`src/rtl/mac4_dot_seq_pkg.sv`:
```
// Shared types and default widths for the 4-lane MAC dot-product sequencer.
package mac4_dot_seq_pkg;

   localparam int MAC_LANES    = 4;
   localparam int FEAT_WIDTH   = 8;
   localparam int WGT_WIDTH    = 8;
   localparam int PE_OUT_WIDTH = 16;

   typedef enum logic [1:0] {
      IDLE  = 2'd0,
      RUN   = 2'd1,
      DRAIN = 2'd2,
      DONE  = 2'd3
   } seq_state_e;

endpackage

```
`src/rtl/mac4_dot_seq.sv`:
```
// Dot-product sequencer: streams operand groups into an external 4-lane MAC,
// frames the accumulate control, and returns the final sum on a valid/ready port.
//
// state | meaning
// IDLE  | waiting for start; len sampled with start
// RUN   | accepting groups; first beat clears the MAC accumulator
// DRAIN | MAC output now holds the final sum; capture it
// DONE  | result presented until res_ready
module mac4_dot_seq
   import mac4_dot_seq_pkg::*;
#(
   parameter int FEAT_WIDTH   = mac4_dot_seq_pkg::FEAT_WIDTH,
   parameter int WGT_WIDTH    = mac4_dot_seq_pkg::WGT_WIDTH,
   parameter int PE_OUT_WIDTH = mac4_dot_seq_pkg::PE_OUT_WIDTH,
   parameter int LEN_WIDTH    = 8
) (
   input  logic                            clk,
   input  logic                            rst_n,
   input  logic                            start,
   input  logic [LEN_WIDTH-1:0]            len,
   output logic                            busy,
   input  logic                            in_valid,
   output logic                            in_ready,
   input  logic [MAC_LANES*FEAT_WIDTH-1:0] in_a,
   input  logic [MAC_LANES*WGT_WIDTH-1:0]  in_b,
   output logic                            mac_acc,
   output logic [MAC_LANES*FEAT_WIDTH-1:0] mac_a,
   output logic [MAC_LANES*WGT_WIDTH-1:0]  mac_b,
   input  logic [PE_OUT_WIDTH-1:0]         mac_sum,
   output logic                            res_valid,
   input  logic                            res_ready,
   output logic [PE_OUT_WIDTH-1:0]         res_data
);

   seq_state_e               state_q, state_d;
   logic [LEN_WIDTH-1:0]     count_q, count_d;
   logic                     first_q, first_d;
   logic [PE_OUT_WIDTH-1:0]  res_data_q, res_data_d;
   logic                     fire;

   always_ff @(posedge clk or negedge rst_n) begin
      if (!rst_n) begin
         state_q    <= IDLE;
         count_q    <= '0;
         first_q    <= 1'b1;
         res_data_q <= '0;
      end else begin
         state_q    <= state_d;
         count_q    <= count_d;
         first_q    <= first_d;
         res_data_q <= res_data_d;
      end
   end

   assign in_ready = (state_q == RUN);
   assign fire     = in_valid & in_ready;

   // Idle beats drive zero products with acc=1 so the MAC holds its sum.
   always_comb begin
      mac_a   = '0;
      mac_b   = '0;
      mac_acc = 1'b1;
      if (fire) begin
         mac_a   = in_a;
         mac_b   = in_b;
         mac_acc = ~first_q;
      end
   end

   always_comb begin
      state_d    = state_q;
      count_d    = count_q;
      first_d    = first_q;
      res_data_d = res_data_q;
      unique case (state_q)
         IDLE: begin
            if (start) begin
               if (len != '0) begin
                  count_d = len;
                  first_d = 1'b1;
                  state_d = RUN;
               end else begin
                  res_data_d = '0;
                  state_d    = DONE;
               end
            end
         end
         RUN: begin
            if (fire) begin
               first_d = 1'b0;
               count_d = count_q - 1'b1;
               if (count_q == {{(LEN_WIDTH-1){1'b0}}, 1'b1}) state_d = DRAIN;
            end
         end
         DRAIN: begin
            res_data_d = mac_sum;
            state_d    = DONE;
         end
         DONE: begin
            if (res_ready) state_d = IDLE;
         end
         default: state_d = IDLE;
      endcase
   end

   assign busy      = (state_q != IDLE);
   assign res_valid = (state_q == DONE);
   assign res_data  = res_data_q;

endmodule

```
`config.mk`:
```
export PLATFORM = sky130hd
export DESIGN_NAME = mac4_dot_seq
export DESIGN_NICKNAME = d
export VERILOG_FILES = /design/src/rtl/mac4_dot_seq_pkg.sv /design/src/rtl/mac4_dot_seq.sv
export SDC_FILE = /design/constraint.sdc
export NUM_CORES = 1
export LEC_CHECK = 0
export ABC_AREA = 1
export CORE_MARGIN = 3
export CORE_UTILIZATION = 45
export DETAILED_ROUTE_END_ITERATION = 10
export DONT_BUFFER_PORTS = 1
export HOLD_SLACK_MARGIN = 0.06
export SLEW_MARGIN = 30
export SYNTH_ARGS = -nofsm -noshare
export SYNTH_HDL_FRONTEND = slang
export SYNTH_SLANG_ARGS = --single-unit
```
`constraint.sdc`:
```
create_clock -name clk -period 2.1 [get_ports clk]
set_input_delay 0.21 -clock clk [delete_from_list [all_inputs] [get_ports clk]]
set_output_delay 0.21 -clock clk [all_outputs]
set_load 0.02 [all_outputs]
```
# --- Word-level counts from Yosys, hierarchy flattened ---
# Cells that the tools add are included.
totals:
  word_cells: 45
  inputBits: 93
  reg_bits: 27
op_classes:
  n_eq_ne: 10
  n_reduce_logical: 8
  n_bitwise: 2
  mux: 20
  addsub: 1
ops:
  columns: ["op", "n"]
  rows:
  - ["2-to-1 mux 32 bit", 2]
  - ["2-to-1 mux 16 bit", 2]
  - ["case mux 16 bit (2 select lines)", 1]
  - ["2-to-1 mux 8 bit", 3]
  - ["case mux 8 bit (2 select lines)", 1]
  - ["2-to-1 mux 2 bit", 5]
  - ["== test 8 x 1 -> 1 bit, second input constant", 1]
  - ["case mux 2 bit (4 select lines)", 1]
  - ["AND reduction 4 bit", 2]
  - ["nonzero test 8 bit", 1]
  - ["subtractor 8 x 1 -> 8 bit, second input constant", 1]
  - ["inequality test 2 x 1 -> 1 bit, second input constant", 3]
  - ["inequality test 2 bit, second input constant", 3]
  - ["nonzero test 2 bit", 3]
  - ["== test 2 bit, second input constant", 2]
  - ["2-to-1 mux 1 bit", 4]
  - ["AND reduction 3 bit", 1]
  - ["== test 2 x 1 -> 1 bit, second input constant", 1]
  - ["zero test 2 bit", 1]
  - ["case mux 1 bit (2 select lines)", 1]
  - ["AND 1 bit", 1]
  - ["NOT 1 bit", 1]

# --- Longest topological paths before layout ---
# Gate-level depths: netlist of the first run.
depth:
  depth_word: 4
  depth_mapped: 9

# --- Worst setup path before layout of the first run ---
# Ideal clock, no wire load.
synth_timing:
  path_kind: "register to output"
  startpoint: "register state_q[1]"
  endpoint: "output mac_a[0]"
  stages_incl_launch_ff: 7
  path_slack_ps: 232
  n_path_buf: 2
  t_arrival_ps: 1658
  path_cell_list: "dfrtp_1 -> inv_1 -> ha_1 -> buf_2 -> nand2_1 -> buf_2 -> nor2_1"
synth_between:
  elab_chain_cells: 3
synth_rtl:
  columns: ["item", "line", "text"]
  rows:
  - ["start, declared", "mac4_dot_seq.sv:35", "seq_state_e state_q, state_d;"]
  - ["start signal, assigned", "mac4_dot_seq.sv:48", "state_q <= state_d;"]
  - ["== test 2 x 1 -> 1 bit", "mac4_dot_seq.sv:55", "assign in_ready = (state_q == RUN);"]
  - ["net in_ready", "mac4_dot_seq.sv:23", "output logic in_ready,"]
  - ["AND 1 bit", "mac4_dot_seq.sv:56", "assign fire = in_valid & in_ready;"]
  - ["2-to-1 mux 32 bit", "mac4_dot_seq.sv:63", "if (fire) begin"]
  - ["end, declared", "mac4_dot_seq.sv:27", "output logic [MAC_LANES*FEAT_WIDTH-1:0] mac_a,"]
# The timed path passes the listed nets, and every way through them passes these cells.

# --- Final worst setup path of the first run ---
layout_timing:
  startpoint: "register state_q[1]"
  endpoint: "output mac_a[11]"
layout_between:
  elab_chain_cells: 3
layout_rtl:
  columns: ["item", "line"]
  rows:
  - ["== test 2 x 1 -> 1 bit", "mac4_dot_seq.sv:55"]
  - ["AND 1 bit", "mac4_dot_seq.sv:56"]
  - ["2-to-1 mux 32 bit", "mac4_dot_seq.sv:63"]
# No other way between the ends.

==> results of run 1 <==
## worst min-delay path by stage
| stage | to | slack [ns] | depth (start not counted) |
|---|---|---|---|
| floorplan | count_q[0] | -0.09 | 0 |
| global placement | count_q[0] | -0.08 | 0 |
| detailed placement | count_q[0] | -0.08 | 0 |
| CTS | res_data[0] | 0.07 | 2 |
| global route | res_data[0] | 0.07 | 2 |
| finish | res_data[12] | 0.07 | 2 |
## cells by family after synthesis
family / Yosys count / synth area share (%)
AND/OR/NAND/NOR: 184 / 39.12
adder cells (fa/ha/maj): 7 / 4.265
AO/OA/AOI/OAI: 21 / 5.119
flip-flops: 27 / 32.97
buffers and inverters: 94 / 18.53
## cell usage after synthesis
master | instances | area share [%]
sky130_fd_sc_hd__a21oi_1 | 4 | 0.98
sky130_fd_sc_hd__buf_2 | 10 | 2.4
sky130_fd_sc_hd__buf_4 | 1 | 0.37
sky130_fd_sc_hd__buf_8 | 1 | 0.73
sky130_fd_sc_hd__clkbuf_1 | 1 | 0.18
sky130_fd_sc_hd__dfrtp_1 | 26 | 32
sky130_fd_sc_hd__dfstp_2 | 1 | 1.3
sky130_fd_sc_hd__ha_1 | 7 | 4.3
sky130_fd_sc_hd__inv_1 | 80 | 15
sky130_fd_sc_hd__inv_2 | 1 | 0.18
sky130_fd_sc_hd__nand2_1 | 57 | 10
sky130_fd_sc_hd__nand2_2 | 3 | 0.91
sky130_fd_sc_hd__nand2_4 | 1 | 0.55
sky130_fd_sc_hd__nand3_1 | 37 | 9.0
sky130_fd_sc_hd__nand3_2 | 3 | 1.5
sky130_fd_sc_hd__nand3_4 | 1 | 0.85
sky130_fd_sc_hd__nand4_1 | 1 | 0.30
sky130_fd_sc_hd__nor2_1 | 76 | 14
sky130_fd_sc_hd__nor2_2 | 3 | 0.91
sky130_fd_sc_hd__nor2_4 | 1 | 0.55
sky130_fd_sc_hd__nor3_1 | 1 | 0.24
sky130_fd_sc_hd__o21ai_0 | 13 | 3.2
sky130_fd_sc_hd__o21ai_1 | 4 | 0.98
## metal layers
metal | track usage [%] | vias up | part of all wire, %
li1 | - | 1105 | -
met1 | 29.73 | 966 | 40
met2 | 37.99 | 98 | 50
met3 | 4.788 | 8 | 8.4
met4 | 3.622 | 0 | 1.5
met5 | 0 | - | 0
## through the flow
step	utilization [%]	hold WS, ns	power [µW]
after detailed placement	60.93	-0.08488	3124
after global routing	63.61	0.06645	3742
after CTS	63.52	0.06628	3457
after floorplan	-	-0.08559	2535
after global placement	60.93	-0.08478	3092
final	63.61	0.07402	3435
## area by class of cell
type | instances | area, µm²
Tap cell | 50 | 62.56
Timing Repair Buffer | 74 | 581.8
Sequential cell | 27 | 676.9
Clock buffer | 3 | 41.29
Fill cell | 402 | 1529
Inverter | 81 | 304.0
Multi-Input combinational cell | 212 | 998.5
Clock inverter | 1 | 7.507
## flip-flops by register name, summed over array words and instances, names as in the netlist
register  flops
first_q       1
res_data     16
state_q       2
count_q       8
## worst max-delay path, cell delays in order (launching register included)
cell	delay, ns
sky130_fd_sc_hd__dfrtp_1	0.41
sky130_fd_sc_hd__inv_1	0.09
sky130_fd_sc_hd__ha_1	0.23
sky130_fd_sc_hd__nand2_2	0.07
sky130_fd_sc_hd__buf_6	0.36
sky130_fd_sc_hd__nor2_1	0.10
sky130_fd_sc_hd__buf_4	0.18
## report_power, final
part | leakage (µW) | internal (µW) | switching, µW
sequential | 0.000351 | 785 | 393
combinational | 0.00132 | 688 | 1270
clock | 0.0000217 | 134 | 164
total | 0.00170 | 1610 | 1830
## what timing repair did
action                     CTS  global route
hold buffers                 5             0
hold endpoints to repair    30             0
gates resized for setup      0             1
setup endpoints to repair    0            64
==> summary.txt, run 1 <==
Placement
  • Final RePlAce weighted congestion: roughly 0.85
  • Total instance count after detailed placement: roughly 440
  • Post-detailed-placement cell area: 2560 µm²
  • Post-placement worst setup slack: 0.3323 ns
  • Hpwl dp: 5336 µm
  • Buffers on Ports: 0

Critical path
  • Internal reg-to-reg setup slack: 0.32 ns
  • Timing startpoint of the critical path: state_q[1]
  • Data arrival time of the critical path: ~1.7 ns
  • Element type at the critical path end: output port
  • Worst setup SP type: register
  • Worst setup path category: register to output port
  • Source of the worst register-to-register timing path: state_q[0]
  • R2r worst-path depth: 7
  • Worst path required time: around 1.9 ns
  • Worst setup endpoint: mac_a[11]
  • Critical R2R Capture: res_data[4]
  • Crit-path max FO: 64

Cells and area
  • Nets@finish: roughly 500
  • ANT cells: 0
  • Most common cell after layout, fill and taps aside: sky130_fd_sc_hd__inv_1
  • Share of layout cells above drive strength 1: 22.36%
  • Final standard cell count with taps included and fillers excluded: 448
  • Area grow syn2layout: 30.16%
  • Commonest cells after routing, fill and taps aside: sky130_fd_sc_hd__inv_1 (80), sky130_fd_sc_hd__nor2_1 (76), sky130_fd_sc_hd__buf_4 (68)
  • Design Area, Final: 2673 µm²

Route
  • Number of vias after detailed routing: 2,177
  • Final wirelength: about 6500 µm
  • Routed vias/inst: 4.859
  • Iteration-0 DRC Markers: 95
  • Post-detailed-route wirelength per cell: 14.41 µm
  • DR DRC count: 0
  • Count of antenna-violating nets left after detailed routing: 0
  • Number of detailed-route iterations in the first pass: 4

Timing
  • Final setup margin: 0.1656 ns
  • Slew at the pin closest to its max-slew limit: 0.4175 ns
  • Max_slew headroom: 72.16%
  • Unrepaired setup endpoints after global routing: no
  • Final-report max-slew violation count: 0
  • Endpoints failing hold: 0
  • Final critical delay including setup and external delays: around 1.9 ns
  • Setup-violating endpoint count in the final report: 0
  • Aggregate negative setup slack: 0 ns
  • Clk_skew: around 0.0048 ns
  • Post-route clock period utilization: 92.12%
  • F_max: 516.9 MHz

Synthesis
  • Post-Synthesis Net Count: approximately 430
  • Sequential-to-total area share from yosys stat: between 30% and 40%
  • Post-synthesis instance area: 2053 µm²
  • Average footprint of a synthesized cell: 6.166 µm²
  • Post-synthesis sequential element count: 27
  • Cells after Synth: 333
  • Distinct cells, synth: 23
  • Number of warnings reported in the yosys synthesis log: 0

GRT
  • Via count of the first global-routing pass: ~1,900
  • Total global routing track utilization: between 20% and 30%
  • Residual overflow from global routing: 0
  • Number of antenna violations at the first check in global routing: 0
  • First-pass GRT wire length: 9535 µm
  • Maximum number of pins on one net before global-route repair: 65

Floorplanning
  • Overall die area: 5409 µm²
  • Row count: 23
  • IO Count: 177
  • Horizontal die dimension: 73.55 µm
  • Vertical die dimension: 73.55 µm
  • Placeable Area: 4202 µm²
  • Initial standard-cell utilization of the core: approximately half

Status
  • Result of the run: finished clean

Min path
  • Hold Path Origin: mac_sum[12]
  • Worst hold path type: input pin to register

Clock tree
  • H-tree levels: 1
  • Number of buffers created by CTS: 3
  • Clock Latency Late Sink: 0.27 ns
  • Clock root buffer: sky130_fd_sc_hd__clkbuf_8
  • TritonCTS clock tree: yes
  • Setup Fix Bufs, Post-CTS: 0
  • Clock-pin slew of the registers on the worst-case setup and hold paths: 0.10 ns
  • Longest Clk Path Bufs: 2
  • Total clock sinks: 27

Run
  • Max-cap violations: 0

Power and ir drop
  • LEAKAGE: 0.001696 µW
  • Worst vdd rail ir drop: a little under 0.9 mV
  • Power per standard cell area: 1285 nW/µm²
(Power assumes the default switching activity.)
==> inputs of run 2 (changes only) <==
--- a/config.mk
+++ b/config.mk
@@ -6,11 +6,14 @@
 export NUM_CORES = 1
 export LEC_CHECK = 0
 export ABC_AREA = 1
+export CELL_PAD_IN_SITES_DETAIL_PLACEMENT = 0
+export CELL_PAD_IN_SITES_GLOBAL_PLACEMENT = 1
 export CORE_MARGIN = 3
-export CORE_UTILIZATION = 45
+export CORE_UTILIZATION = 42
 export DETAILED_ROUTE_END_ITERATION = 10
 export DONT_BUFFER_PORTS = 1
 export HOLD_SLACK_MARGIN = 0.06
+export PLACE_DENSITY_LB_ADDON = 0.1
 export SLEW_MARGIN = 30
 export SYNTH_ARGS = -nofsm -noshare
 export SYNTH_HDL_FRONTEND = slang
==> run 2 against run 1 <==
Against the previous run: clock power is 2% higher; clock skew is 0.0050 ns higher; power is 1.0% higher; count of clock-buffer cells in the layout stayed put; non-clock buffer count is 2 higher; worst hold slack worse by 0.017 ns; final area is 2.0% higher; setup slack better by 0.056 ns; cell count is 3.8% higher; sequential cell count stayed put; sequential power hardly changed; critical path type unchanged; critical endpoint is now mac_a[27]; largest power group unchanged; highest routed layer unchanged.
==> summary.txt, run 2 (synthesis results as in run 1) <==
Status
  • Result of the run: finished clean

Floorplanning
  • Row count: 24
  • Horizontal die dimension: around 76 µm
  • Initial standard-cell utilization of the core: a little under half
  • IO Count: ~180
  • Placeable Area: 4534 µm²
  • Overall die area: approximately 5800 µm²
  • Vertical die dimension: 75.92 µm

Critical path
  • WP buf/inv: 3
  • Family with the most delay on the worst path: buffers and inverters
  • Worst path required time: between 1.5 and 2 ns
  • R2r worst-path depth: 10
  • Critical path depth in cells: 6
  • Element type at the critical path end: output port
  • Data arrival time of the critical path: 1.67 ns
  • Crit-path max FO: 47
  • Worst setup SP type: register
  • Critical path's slowest cell: sky130_fd_sc_hd__dfrtp_1
  • Worst setup path category: register to output port
  • Critical path cell sequence: inv_1 -> ha_1 -> nand2_4 -> buf_12 -> nor2_1 -> buf_4
  • Stage delay of the slowest cell on the critical path: roughly 0.42 ns

Cells and area
  • ANT cells: 0
  • Nets@finish: 501
  • Most common cell after layout, fill and taps aside: sky130_fd_sc_hd__inv_1
  • Fillers: 451
  • Final standard cell count with taps included and fillers excluded: 465
  • Post-layout utilization of the core: 60.10%
  • Commonest cells after routing, fill and taps aside: sky130_fd_sc_hd__inv_1 (80), sky130_fd_sc_hd__nor2_1 (76), sky130_fd_sc_hd__buf_4 (68)
  • Area grow syn2layout: 32.72%
  • Max reg flops: 16
  • Share of layout cells above drive strength 1: 22.25%

GRT
  • Via count of the first global-routing pass: around 2,000
  • Met2 Usage GRT: 38.74%
  • Maximum number of pins on one net before global-route repair: 48
  • Most Crowded Layer GR: met2
  • Residual overflow from global routing: 0
  • Met3 track demand over resource: under 10%
  • First-pass GRT wire length: around 11,000 µm
  • Met1 track utilization from global routing: 27.43%
  • Total global routing track utilization: 22.47%
  • Number of antenna violations at the first check in global routing: 0

Clock tree
  • Clock-pin slew of the registers on the worst-case setup and hold paths: 0.10 ns
  • Setup Fix Bufs, Post-CTS: 0
  • H-tree levels: 1
  • Clock Latency Late Sink: 0.28 ns
  • Longest Clk Path Bufs: 2
  • Total clock sinks: 27
  • Number of buffers created by CTS: 3
  • Clock root buffer: sky130_fd_sc_hd__clkbuf_8
  • TritonCTS clock tree: yes

Route
  • Routed vias/inst: between 4 and 5
  • DR DRC count: 0
  • Iteration-0 DRC Markers: 80
  • Count of antenna-violating nets left after detailed routing: 0
  • Post-detailed-route wirelength per cell: between 10 and 15 µm
  • Number of detailed-route iterations in the first pass: 4
  • Number of vias after detailed routing: 2,175
  • Final wirelength: 6650 µm

Power and ir drop
  • Post-route total power: 3470 µW
  • Worst vdd rail ir drop: 0.9276 mV
  • Power per standard cell area: approximately 1300 nW/µm²
  • LEAKAGE: 0.001714 µW

Placement
  • Total instance count after detailed placement: 454
  • Hpwl dp: 5366 µm
  • Post-placement worst setup slack: 0.3369 ns
  • Final RePlAce weighted congestion: 0.8212
  • Buffers on Ports: 0

Timing
  • Clk_skew: 0.009846 ns
  • F_max: 532.4 MHz
  • Max_slew headroom: 72.00%
  • Slew at the pin closest to its max-slew limit: 0.4168 ns
  • Aggregate negative setup slack: 0 ns
  • Unrepaired setup endpoints after global routing: no
  • Setup-violating endpoint count in the final report: 0
  • Final critical delay including setup and external delays: 1.878 ns
  • Final setup margin: approximately 0.22 ns
  • Final-report max-slew violation count: 0
  • Endpoints failing hold: 0
  • Post-route clock period utilization: 89.44%

Run
  • Max-cap violations: 0

Min path
  • Hold path depth: 2
  • Worst hold path type: input pin to register
run 2: worst register-to-register path: stages, from the launching register on:
cell and delay, ns:
sky130_fd_sc_hd__dfrtp_1 0.42, sky130_fd_sc_hd__inv_1 0.11, sky130_fd_sc_hd__ha_1 0.21, sky130_fd_sc_hd__buf_4 0.23, sky130_fd_sc_hd__inv_1 0.08, sky130_fd_sc_hd__o21ai_1 0.19, sky130_fd_sc_hd__nor2_2 0.08, sky130_fd_sc_hd__nand2_2 0.15
sky130_fd_sc_hd__inv_2 0.11, sky130_fd_sc_hd__nand2_1 0.08, sky130_fd_sc_hd__o21ai_1 0.05
run 2: final cells by class:
| class | instances | area [µm²] | area share [%] |
|---|---|---|---|
| Clock buffer | 3 | 41.29 | 1.515 |
| Clock inverter | 1 | 7.507 | 0.2755 |
| Inverter | 81 | 304.0 | 11.16 |
| Multi-Input combinational cell | 212 | 1003 | 36.82 |
| Sequential cell | 27 | 676.9 | 24.84 |
| Tap cell | 65 | 81.33 | 2.984 |
| Timing Repair Buffer | 76 | 610.6 | 22.41 |
run 2: where the power goes:
| part | leakage, µW | internal (µW) | switching (µW) |
|---|---|---|---|
| Sequential | 0.000351 | 785 | 394 |
| Clock | 0.0000217 | 135 | 170 |
| Combinational | 0.00134 | 701 | 1280 |
| Total | 0.00171 | 1620 | 1850 |
run 2: path summary, 6_finish.rpt:
kind	to	startpoint	slack [ns]
max	mac_a[27]	state_q[1]	0.22
max in group asynchronous	first_q	rst_n	1.51
min	res_data[0]	mac_sum[0]	0.06
max reg2reg	count_q[3]	state_q[1]	0.27
min in group asynchronous	res_data[15]	rst_n	0.36
min reg2reg	first_q	first_q	0.52
run 2: stage by stage:
| stage | hold slack [ns] | instance area, µm² |
|---|---|---|
| global placement | -0.08477 | 2591 |
| detailed placement | -0.08486 | 2591 |
| finish | 0.05662 | 2725 |
| CTS | 0.06015 | 2690 |
| global route | 0.06327 | 2725 |
| floorplan | -0.08559 | 2053 |
run 2: timing repair:
action | CTS | global route
endpoints found under the hold margin | 29 | 3
resized for setup | 0 | 1
setup endpoints to repair | 0 | 47
hold buffers | 4 | 3
run 2: metal layers:
metal / part of all wire (%) / routed length [µm]
met1: 39 / 2618
met2: 50 / 3347
met3: 8.2 / 542
met4: 2.1 / 142
met5: 0 / 0
